File: config.mk
export PLATFORM = sky130hd
export DESIGN_NAME = mem_ctrl
export DESIGN_NICKNAME = d
export VERILOG_FILES = /design/src/rtl/mem_ctrl_pkg.sv /design/src/rtl/mem_ctrl.sv
export SDC_FILE = /design/constraint.sdc
export NUM_CORES = 1
export LEC_CHECK = 0
export CAP_MARGIN = 10
export CORE_ASPECT_RATIO = 0.8
export CORE_UTILIZATION = 50
export CTS_CLUSTER_SIZE = 20
export DETAILED_ROUTE_END_ITERATION = 16
export DONT_BUFFER_PORTS = 1
export GPL_TIMING_DRIVEN = 0
export PLACE_DENSITY = 0.68
export SYNTH_ARGS = -nofsm -noshare
export SYNTH_HDL_FRONTEND = slang
export SYNTH_SLANG_ARGS = --single-unit
File: constraint.sdc
create_clock -name clk -period 3.45 [get_ports clk]
set_input_delay 0.5175 -clock clk [delete_from_list [all_inputs] [get_ports clk]]
set_output_delay 0.5175 -clock clk [all_outputs]
set_load 0.02 [all_outputs]
File: src/rtl/mem_ctrl_pkg.sv
`default_nettype none
// ============================================================================
// mem_ctrl_pkg : state/owner encodings, transfer lengths and IO window base
// Rev 1.0
// ============================================================================
package mem_ctrl_pkg;

   typedef enum logic [1:0] {
      ST_IDLE  = 2'd0,
      ST_READ  = 2'd1,
      ST_WRITE = 2'd2,
      ST_DONE  = 2'd3
   } state_t;

   typedef enum logic [1:0] {
      OWN_NONE = 2'd0,
      OWN_IF   = 2'd1,
      OWN_MEM  = 2'd2
   } owner_t;

   localparam logic [2:0]  LEN_B           = 3'b001;
   localparam logic [2:0]  LEN_H           = 3'b010;
   localparam logic [2:0]  LEN_W           = 3'b100;
   localparam logic [31:0] IO_BASE_DEFAULT = 32'h0003_0000;

   // Any length code other than byte/half collapses to a full word.
   function automatic logic [2:0] norm_len(input logic [2:0] len_code);
      case (len_code)
         LEN_B:   norm_len = LEN_B;
         LEN_H:   norm_len = LEN_H;
         default: norm_len = LEN_W;
      endcase
   endfunction

   function automatic logic [7:0] byte_sel(input logic [31:0] word, input logic [1:0] idx);
      case (idx)
         2'd0:    byte_sel = word[7:0];
         2'd1:    byte_sel = word[15:8];
         2'd2:    byte_sel = word[23:16];
         default: byte_sel = word[31:24];
      endcase
   endfunction

endpackage
`default_nettype wire

File: src/rtl/mem_ctrl.sv
`default_nettype none
// ============================================================================
// mem_ctrl : arbitrates IF/MEM requests onto a byte-wide RAM/IO bus
// Rev 1.0
// ============================================================================
module mem_ctrl
   import mem_ctrl_pkg::*;
#(
   parameter logic [31:0] IO_BASE = IO_BASE_DEFAULT
) (
   input  logic        clk,
   input  logic        rst,
   input  logic        rdy,
   input  logic        if_enable_i,
   input  logic [31:0] if_addr_i,
   input  logic        if_clear_i,
   output logic        if_finished_o,
   output logic [31:0] if_data_o,
   input  logic        mem_enable_i,
   input  logic [31:0] mem_addr_i,
   input  logic [2:0]  mem_data_len_i,
   input  logic [31:0] mem_data_i,
   input  logic        mem_rw_sel_i,
   output logic        mem_finished_o,
   output logic [31:0] mem_data_o,
   output logic        if_busy_o,
   output logic        mem_busy_o,
   input  logic [7:0]  ram_din_i,
   output logic [7:0]  ram_dout_o,
   output logic [31:0] ram_a_o,
   output logic        ram_wr_o,
   input  logic        io_buffer_full_i
);

   state_t      state, state_nxt;
   owner_t      owner, owner_nxt;
   logic [2:0]  cnt, cnt_nxt;
   logic [2:0]  len, len_nxt;
   logic [31:0] addr, addr_nxt;
   logic [31:0] wdata, wdata_nxt;
   logic [31:0] asm_data, asm_nxt;
   logic [31:0] cur_addr;
   logic        io_hold;
   logic        fin;

   assign cur_addr = addr + {29'd0, cnt};
   assign io_hold  = (addr >= IO_BASE) && io_buffer_full_i;

   always_ff @(posedge clk or posedge rst) begin
      if (rst) begin
         state    <= ST_IDLE;
         owner    <= OWN_NONE;
         cnt      <= 3'd0;
         len      <= 3'd0;
         addr     <= 32'd0;
         wdata    <= 32'd0;
         asm_data <= 32'd0;
      end else begin
         state    <= state_nxt;
         owner    <= owner_nxt;
         cnt      <= cnt_nxt;
         len      <= len_nxt;
         addr     <= addr_nxt;
         wdata    <= wdata_nxt;
         asm_data <= asm_nxt;
      end
   end

   always_comb begin
      state_nxt  = state;
      owner_nxt  = owner;
      cnt_nxt    = cnt;
      len_nxt    = len;
      addr_nxt   = addr;
      wdata_nxt  = wdata;
      asm_nxt    = asm_data;
      ram_a_o    = 32'd0;
      ram_dout_o = 8'd0;
      ram_wr_o   = 1'b0;

      case (state)
         ST_IDLE: begin
            if (rdy) begin
               if (mem_enable_i) begin
                  addr_nxt  = mem_addr_i;
                  len_nxt   = norm_len(mem_data_len_i);
                  wdata_nxt = mem_data_i;
                  owner_nxt = OWN_MEM;
                  cnt_nxt   = 3'd0;
                  asm_nxt   = 32'd0;
                  state_nxt = mem_rw_sel_i ? ST_WRITE : ST_READ;
               end else if (if_enable_i && !if_clear_i) begin
                  addr_nxt  = if_addr_i;
                  len_nxt   = LEN_W;
                  owner_nxt = OWN_IF;
                  cnt_nxt   = 3'd0;
                  asm_nxt   = 32'd0;
                  state_nxt = ST_READ;
               end
            end
         end

         ST_READ: begin
            // cnt counts addresses issued; byte cnt-1 is on ram_din_i this cycle.
            // While stalled, re-drive the address of the byte still to be
            // captured so ram_din_i carries it when rdy returns.
            if (!rdy) begin
               ram_a_o = (cnt != 3'd0) ? (cur_addr - 32'd1) : cur_addr;
            end else if ((owner == OWN_IF) && if_clear_i) begin
               state_nxt = ST_IDLE;
               owner_nxt = OWN_NONE;
               cnt_nxt   = 3'd0;
            end else begin
               if (cnt < len) begin
                  ram_a_o = cur_addr;
               end
               case (cnt)
                  3'd1:    asm_nxt[7:0]   = ram_din_i;
                  3'd2:    asm_nxt[15:8]  = ram_din_i;
                  3'd3:    asm_nxt[23:16] = ram_din_i;
                  3'd4:    asm_nxt[31:24] = ram_din_i;
                  default: asm_nxt        = asm_data;
               endcase
               if (cnt == len) begin
                  state_nxt = ST_DONE;
                  cnt_nxt   = 3'd0;
               end else begin
                  cnt_nxt = cnt + 3'd1;
               end
            end
         end

         ST_WRITE: begin
            ram_a_o    = cur_addr;
            ram_dout_o = byte_sel(wdata, cnt[1:0]);
            if (rdy && !io_hold) begin
               ram_wr_o = 1'b1;
               if (cnt == (len - 3'd1)) begin
                  state_nxt = ST_DONE;
                  cnt_nxt   = 3'd0;
               end else begin
                  cnt_nxt = cnt + 3'd1;
               end
            end
         end

         default: begin
            if (rdy) begin
               state_nxt = ST_IDLE;
               owner_nxt = OWN_NONE;
            end
         end
      endcase
   end

   assign fin            = (state == ST_DONE) && rdy;
   assign if_finished_o  = fin && (owner == OWN_IF);
   assign mem_finished_o = fin && (owner == OWN_MEM);
   assign if_data_o      = if_finished_o  ? asm_data : 32'd0;
   assign mem_data_o     = mem_finished_o ? asm_data : 32'd0;
   assign if_busy_o      = (owner == OWN_IF);
   assign mem_busy_o     = (owner == OWN_MEM);

endmodule
`default_nettype wire

==> results.tsv, run 1 <==
metric	value	unit
fin_ws	-0.576	ns
design.die.area	15800	sq um
io_pins	224	
dp.cells	1034	
cp-start-kind	flip-flop	
finalSetupViolations	26	
syn_nets	978	
path_max_fanout	7	
p_leak	3.75	nW
cp-startpoint	cnt[0]$_DFFE_PP0P_	
required	2.93	ns
cts_tree	yes	
syn_inst	844	
regToRegStartpoint	state[1]$_DFFE_PP0P_	
wl	21.1	mm
failed_checks	setup timing	
via_count	6467	
hold_path.class	input pin to async pin	
gr-total-overflow	0	
drt_iter0_drc	433	
antenna_found_initial	0	
initial_core_util	51.1	%
syn-mean-instance-area	9.09	sq um
period_minus_slack	4.03	ns
slew_headroom	31.7	%
fp-row-count	40	
yosysWarnings	0	
final_common_cell	dfrtp_1	
detail-route-antenna-nets	0	
finalNetCount	1018	
fp.dieW	140	um
drv_cap	0	
cts.sinks	106	
cts_root_buffer	clkbuf_16	
status	finished with violations	
area_growth	17.7	%
tightestPinTransition	1.02	ns
fmax	248	MHz
gp_congestion	0.917	
grt_use_total	26.7	%
cts_made_buffers	9	
io_buffers	0	
critPathCaptureType	output port	
power_density	781	nW/um^2
grt_pass1_wl	32.9	mm
hold_violations	0	
fp.dieH	113	um
path_cells	ha_4, fa_2, buf_6, a21oi_4, or4_4, mux2i_1, a31oi_2, nand4bb_1, buf_6, nor4_4, xor2_1, o22ai_2	
synthDistinctLibCells	74	
dp_slack	-0.635	ns
dp_hpwl	15.9	mm
ir_worst_vdd	353	uV
critPathSlowestCell	dfrtp_2	
path_buf_inv	2	
core	15000	sq um
clock_skew	0.00733	ns
cp_top_family	simple AND/OR/NAND/NOR gates	
grt_max_degree	71	
slowest_delay	0.43	ns
drive_gt1_share	25.6	%
synthArstFlopShare	100	%
ys_ff_latch	106	
final_cell_mix	dfrtp_1 (103), and2_1 (81), nand2_1 (76)	
clk_latency	0.35	ns
worstPathArrival	3.51	ns
syn-cell-area	7670	sq um
antenna_cells	0	
stdcell_count	1077	
grt_pass1_vias	5965	
htreeDepth	3	
detail_route.wl_per_cell	19.6	um
final_core_util	60.1	%
min_period_over_period	117	%
synthFlopType	dfrtp_1	
rsz0062_at_grt	true	
synth_seq_area_share	34.6	%
cts_hold_buf	0	
clk_pin_slew_worst_paths	0.07	ns
synth_edf_count	0	
vias_per_cell	6.00	
clk_path_buf_depth	2	
remaining_drc_errors	0	
maxSlewViolCount	0	
first_pass_iters	5	
crit_type	flip-flop to output port	
crit_top_cell	buf_6	
-- per-stage QoR --
stage	total power, mW	area, sq um	TNS (ns)	hold slack, ns
2_1_floorplan	4.75	7750	-0.116	0.449
4_1_cts	6.90	8820	-9.13	0.0639
3_5_place_dp	5.58	8020	-7.72	0.450
5_1_grt	7.54	9030	-14.32	0.0822
6_report	7.05	9030	-10.50	0.0583
3_3_place_gp	5.49	7990	-113.76	0.475
-- sequential cells by signal (all words and copies together), names as in the netlist --
register and cells:
state 2, addr 32, wdata 32, cnt 3, len 3, asm_data 32, owner 2
-- worst paths after layout --
path	to	slack [ns]	cells after the start
setup reg to reg	asm_data[13]$_DFFE_PP0P_	0.63	7
min in group clk	wdata[21]$_DFFE_PP0P_	0.31	1
hold reg to reg	addr[2]$_DFFE_PP0P_	0.48	2
max in group asynchronous	addr[26]$_DFFE_PP0P_	2.69	2
setup / recovery	ram_a_o[30]	-0.58	12
hold / removal	owner[0]$_DFFE_PP0P_	0.06	1
-- Yosys cell counts (all sizes together), types with 2 or more instances --
| library cell | count | share of area (%) |
|---|---|---|
| dfrtp | 106 | 35 |
| and2 | 84 | 6.9 |
| nand2 | 79 | 3.9 |
| mux2 | 64 | 9.4 |
| o21ai | 62 | 4.1 |
| nor2 | 50 | 2.6 |
| clkbuf | 40 | 2.0 |
| mux2i | 38 | 5.0 |
| nand3 | 27 | 1.9 |
| a21oi | 23 | 1.6 |
| xnor2 | 22 | 2.6 |
| xor2 | 22 | 2.5 |
| ha | 18 | 2.9 |
| inv | 18 | 0.88 |
| buf | 17 | 1.3 |
| nand4 | 16 | 1.3 |
| and3 | 14 | 1.1 |
| nor3 | 13 | 0.91 |
| nor2b | 12 | 0.98 |
| o22ai | 12 | 0.98 |
| a222oi | 8 | 1.0 |
| o31ai | 8 | 0.91 |
| a21boi | 7 | 0.69 |
| a31oi | 7 | 0.57 |
| nor4 | 7 | 0.65 |
| nand2b | 6 | 0.49 |
| a21o | 5 | 0.49 |
| or2 | 5 | 0.41 |
| a2111oi | 4 | 1.1 |
| a22oi | 4 | 0.39 |
| and4 | 4 | 0.46 |
| or4 | 4 | 0.44 |
| a211o | 3 | 0.34 |
| a41oi | 3 | 0.34 |
| nand4b | 3 | 0.34 |
| or3 | 3 | 0.24 |
| a221oi | 2 | 0.23 |
| a311o | 2 | 0.26 |
| and4b | 2 | 0.26 |
| nand3b | 2 | 0.20 |
| nand4bb | 2 | 0.36 |
| nor3b | 2 | 0.26 |
| nor4b | 2 | 0.31 |
-- where the power goes --
group / switching (mW) / internal, mW / total [mW]
combinational: 2.31 / 1.53 / 3.84
clock: 0.465 / 0.510 / 0.975
sequential: 0.454 / 1.78 / 2.23
total: 3.22 / 3.82 / 7.05
-- cells by family (layout without fill, tap and decap cells) --
group | count (synthesis) | in the layout | share of synthesized area (%)
fa+ha+maj | 19 | 19 | 3.20
compound gates | 159 | 159 | 14.3
buf+inv | 75 | 119 | 4.16
xor+xnor | 44 | 44 | 5.12
mux | 102 | 102 | 14.4
simple gates | 339 | 339 | 24.3
flops | 106 | 106 | 34.6
-- routing by layer --
layer | track usage (%) | vias to the layer above | routed length [um]
li1 | - | 3089 | -
met1 | 38.9 | 3118 | 10300
met2 | 39.9 | 238 | 9150
met3 | 6.26 | 22 | 1310
met4 | 6.74 | 0 | 342
met5 | 1.55 | - | 0
-- timing repair --
item,CTS,global route
endpoints found under the setup margin,31,31
resized for setup,82,35
pin swaps,32,21
buffers inserted,20,8
-- area by class of cell --
class,count,area [sq um]
clock inverters,5,40.0
repair buffers,29,275
plain buffers,57,269
multi-input cells,663,5240
inverters,18,70.1
fillers,1288,5990
well taps,189,236
clock buffers,10,239
flip-flops and latches,106,2660
-- worst reg2reg max path: stages (launching register included) --
cell	delay, ns
dfrtp_1	0.42
inv_1	0.11
ha_1	0.15
clkbuf_1	0.32
nor2_1	0.12
a311o_1	0.38
a21oi_1	0.80
mux2_2	0.42
Note: power is estimated with default switching activity, not from simulation.
==> inputs of run 2 (changes only) <==
- PLACE_DENSITY: 0.68 -> 0.79
==> run 2 against run 1 <==
  * The run still ends with setup timing left
  * Clock skew decreased by 0.0015 ns
  * First-iteration DRC count increased by 44%
  * Critical path depth decreased by 1
  * Non-clock buffer count increased by 3
  * Clock power increased by 5%
  * Global-route usage about the same
  * Largest cell class unchanged
==> results.tsv, run 2 (synthesis gave the netlist of run 1 again) <==
metric	value	unit
path_buf_inv	1	
final_cell_mix	dfrtp_1 (103), and2_1 (83), nand2_1 (78)	
initial_core_util	51.1	%
fp.dieW	140	um
io_pins	224	
dp.cells	1034	
failed_checks	setup timing	
cts.sinks	106	
drive_gt1_share	25.8	%
fp-row-count	40	
largestRegisters	addr x32, asm_data x32, wdata x32	
maxSlewViolCount	0	
clk_path_buf_depth	2	
area_growth	18.9	%
antenna_cells	0	
drv_cap	0	
rsz0062_at_grt	true	
grt_use_total	26.8	%
grt_max_degree	64	
status	finished with violations	
vias_per_cell	6.29	
fillCellCount	1182	
ir_worst_vdd	352	uV
io_buffers	0	
grt_pass1_vias	6156	
htreeDepth	3	
slew_headroom	36.4	%
stdcell_count	1080	
cts_tree	yes	
worstPathArrival	3.59	ns
p_leak	3.80	nW
path_cells	ha_4, fa_2, a21o_1, a221oi_2, nand4_1, buf_6, a2111oi_4, nand4bb_4, nor2_4, nand4_1, a21boi_4	
crit_type	flip-flop to output port	
fin_total_pwr	7.17	mW
hold_ws	0.102	ns
detail-route-antenna-nets	0	
cp-start-kind	flip-flop	
cts_root_buffer	clkbuf_16	
dp_hpwl	15.7	mm
clk_pin_slew_worst_paths	0.07	ns
antenna_found_initial	1	
gp_congestion	0.909	
ff_latch_area	2660	sq um
detail_route.wl_per_cell	20.2	um
required	2.93	ns
finalNetCount	1021	
clk_latency	0.35	ns
min_period_over_period	119	%
dpl_cell_area	8020	sq um
final_core_util	60.7	%
cp_top_family	compound AO/OA/AOI/OAI gates	
tightestPinTransition	0.953	ns
critPathCaptureType	output port	
fin_ws	-0.655	ns
grt_pass1_wl	33.0	mm
multi_input_area	5290	sq um
drt_iter0_drc	622	
gr-total-overflow	0	
critPathSlowestCell	dfrtp_2	
crit_top_cell	nand4_1	
path_max_fanout	6	
period_minus_slack	4.10	ns
clock_skew	0.00583	ns
core	15000	sq um
slowest_delay	0.43	ns
fin_area	9120	sq um
power_density	787	nW/um^2
finalSetupViolations	24	
remaining_drc_errors	0	
hold_path.class	input pin to async pin	
fmax	244	MHz
hold_violations	0	
first_pass_iters	6	
fp.dieH	113	um
design.die.area	15800	sq um
wl	21.8	mm
via_count	6788	
final_common_cell	dfrtp_1	
cts_made_buffers	9	
==> run 2: worst paths after layout <==
path | start | to | slack (ns) | cells after the start
worst max register to register | addr[19]$_DFFE_PP0P_ | cnt[0]$_DFFE_PP0P_ | 0.64 | 8
worst min-delay path | rst | asm_data[26]$_DFFE_PP0P_ | 0.10 | 1
min in group clk | mem_data_i[26] | wdata[26]$_DFFE_PP0P_ | 0.31 | 1
worst min register to register | addr[2]$_DFFE_PP0P_ | addr[2]$_DFFE_PP0P_ | 0.50 | 2
worst max-delay path | cnt[0]$_DFFE_PP0P_ | ram_a_o[27] | -0.65 | 11
max in group asynchronous | rst | addr[10]$_DFFE_PP0P_ | 2.66 | 2
==> run 2: what timing repair did <==
item                                    in CTS  in global routing
endpoints found under the setup margin      31                 31
hold buffers                                 0                  0
buffers inserted                            15                 17
resized for setup                           86                 32
pin swaps                                   32                 29
cloned                                       0                  0
==> run 2: stage by stage <==
stage,setup WS [ns],TNS (ns)
4_1_cts,-0.570,-8.88
5_1_grt,-0.768,-15.69
6_report,-0.655,-12.46
3_3_place_gp,-0.923,-102.52
2_1_floorplan,-0.0914,-0.116
3_5_place_dp,-0.540,-6.58
==> run 2: area by class of cell <==
| class | count | share of cell area [%] |
|---|---|---|
| Buffer | 56 | 2.90 |
| Clock buffer | 11 | 2.66 |
| Clock inverter | 4 | 0.576 |
| Inverter | 18 | 0.768 |
| Multi-Input combinational cell | 663 | 58.0 |
| Sequential cell | 106 | 29.1 |
| Tap cell | 189 | 2.59 |
| Timing Repair Buffer | 33 | 3.39 |
==> run 2: worst register-to-register path, delay by kind of cell (launching register included) <==
| family | cells | cell delay [ns] |
|---|---|---|
| buffers and inverters | 1 | 0.21 |
| AOI/OAI and AO/OA | 3 | 1.31 |
| DFF | 1 | 0.36 |
| and+or+nand+nor | 4 | 0.88 |
==> run 2: where the power goes <==
group / internal, mW / switching, mW
combinational: 1.53 / 2.40
clock: 0.580 / 0.441
sequential: 1.78 / 0.447
==> run 2: metal layers <==
metal  vias to the layer above  share of wire [%]  global-route usage (%)
met1                      3279                 45                    37.1
met2                       359                 45                    41.9
met5                         -                  0                       0
li1                       3093                  -                       -
met3                        57                7.6                    6.09
met4                         0                2.7                    8.19
==> inputs of run 3 (changes only) <==
- PLACE_DENSITY: 0.79 -> 0.74
- SETUP_SLACK_MARGIN: default -> 0.02
==> run 3 against run 2 <==
  * The flow still finishes with violations (setup timing)
  * Count of clock-buffer cells in the layout shrank 2
  * Routed wire length shrank 5.8%
  * Sequential share of layout area grew 0.72 points
  * Via count is 4.3% lower
  * Sequential cell count did not move
  * Clock power grew 4%
  * Cell area shrank 2.4%
  * Maximum frequency rose by 2.6%
  * Critical path type unchanged
==> results.tsv, run 3 (synthesis gave the netlist of run 1 again) <==
metric	value	unit
antenna_found_initial	1	
io_pins	224	
worstPathArrival	3.48	ns
fp.dieW	140	um
clk_latency	0.36	ns
final_common_cell	dfrtp_1	
power_density	781	nW/um^2
finalSetupViolations	22	
largestRegisters	addr x32, asm_data x32, wdata x32	
cp-start-kind	flip-flop	
ir_worst_vdd	373	uV
required	2.93	ns
cts_root_buffer	clkbuf_16	
setup_tns	-8.71	ns
rsz0062_at_grt	true	
clock_skew	0.00632	ns
hold_violations	0	
gp_congestion	0.898	
drt_iter0_drc	424	
crit_type	flip-flop to output port	
fp-row-count	40	
grt_pass1_vias	5978	
first_pass_iters	5	
fp.dieH	113	um
cts_tree	yes	
via_count	6497	
cts_made_buffers	9	
clk_path_buf_depth	2	
drv_cap	0	
fillCellCount	1276	
clk_pin_slew_worst_paths	0.08	ns
detail_route.wl_per_cell	19.3	um
grt_pass1_wl	32.1	mm
wl	20.6	mm
maxSlewViolCount	0	
fin_ws	-0.550	ns
grt_use_total	26.2	%
final_core_util	59.3	%
cts.sinks	106	
remaining_drc_errors	0	
hold_path.class	input pin to async pin	
failed_checks	setup timing	
critPathCaptureType	output port	
design.die.area	15800	sq um
gr-total-overflow	0	
final_cell_mix	dfrtp_1 (103), and2_1 (83), nand2_1 (77)	
cts_hold_buf	0	
detail-route-antenna-nets	0	
min_period_over_period	116	%
finalNetCount	1006	
core	15000	sq um
grt_max_degree	66	
initial_core_util	51.1	%
status	finished with violations	
vias_per_cell	6.09	
fmax	250	MHz
tightestPinTransition	0.968	ns
io_buffers	0	
htreeDepth	3	
slew_headroom	35.5	%
period_minus_slack	4.00	ns
drive_gt1_share	24.2	%
area_growth	16.1	%
dp_hpwl	15.7	mm
path_max_fanout	6	
p_leak	3.69	nW
run 3: power by group:
group	internal, mW	switching, mW	leakage [nW]
Sequential	1.78	0.452	1.34
Combinational	1.47	2.19	2.22
Clock	0.515	0.547	0.142
run 3: final timing paths:
| check | from | endpoint | slack [ns] | cells past startpoint |
|---|---|---|---|---|
| setup / recovery | cnt[0]$_DFFE_PP0P_ | ram_a_o[31] | -0.55 | 11 |
| hold / removal | rst | wdata[13]$_DFFE_PP0P_ | 0.06 | 1 |
| setup reg to reg | state[1]$_DFFE_PP0P_ | asm_data[2]$_DFFE_PP0P_ | 0.65 | 7 |
| hold reg to reg | len[1]$_DFFE_PP0P_ | len[1]$_DFFE_PP0P_ | 0.49 | 2 |
| max in group asynchronous | rst | addr[22]$_DFFE_PP0P_ | 2.69 | 2 |
| min in group clk | mem_data_i[10] | wdata[10]$_DFFE_PP0P_ | 0.30 | 1 |
run 3: cell type report:
class                           count  area (sq um)  area share (%)
Clock inverter                      7          83.8           0.942
Clock buffer                        9           225            2.53
Buffer                             56           263            2.95
Tap cell                          189           236            2.66
Multi-Input combinational cell    663          5180            58.2
Inverter                           18          70.1           0.787
Sequential cell                   106          2660            29.8
Antenna cell                        1          2.50          0.0281
Timing Repair Buffer               18           179            2.01
run 3: routing by layer:
layer | GRT usage (%) | vias up | wire length [um]
met4 | 7.61 | 0 | 327
met5 | 0 | - | 0
met2 | 45.5 | 254 | 10000
met3 | 4.99 | 21 | 1240
li1 | - | 3065 | -
met1 | 33.3 | 3157 | 8990
run 3: what timing repair did:
action	4_1_cts	5_1_grt
resized for setup	65	24
setup endpoints to repair	31	32
buffers inserted	16	1
pin swaps	30	5
run 3: per-stage QoR:
step | worst slack [ns] | std cells | area (sq um) | hold slack (ns) | total power, mW
after global routing | -0.670 | 1067 | 8900 | 0.103 | 7.42
after detailed placement | -0.544 | 1034 | 8050 | 0.473 | 5.56
after global placement | -0.981 | 1033 | 8020 | 0.471 | 5.44
after floorplan | -0.0865 | 844 | 7780 | 0.449 | 4.77
final | -0.550 | 1067 | 8900 | 0.0621 | 6.95
after CTS | -0.559 | 1065 | 8770 | 0.0763 | 6.84
run 3: worst max-delay path, stage by stage (launching register included):
cell	delay, ns
dfrtp_2	0.45
ha_4	0.17
fa_2	0.39
a21o_1	0.24
a221oi_2	0.25
nand4_1	0.15
buf_6	0.16
a2111oi_4	0.40
nand4bb_4	0.23
nor2_4	0.21
a31oi_2	0.12
o31ai_4	0.32
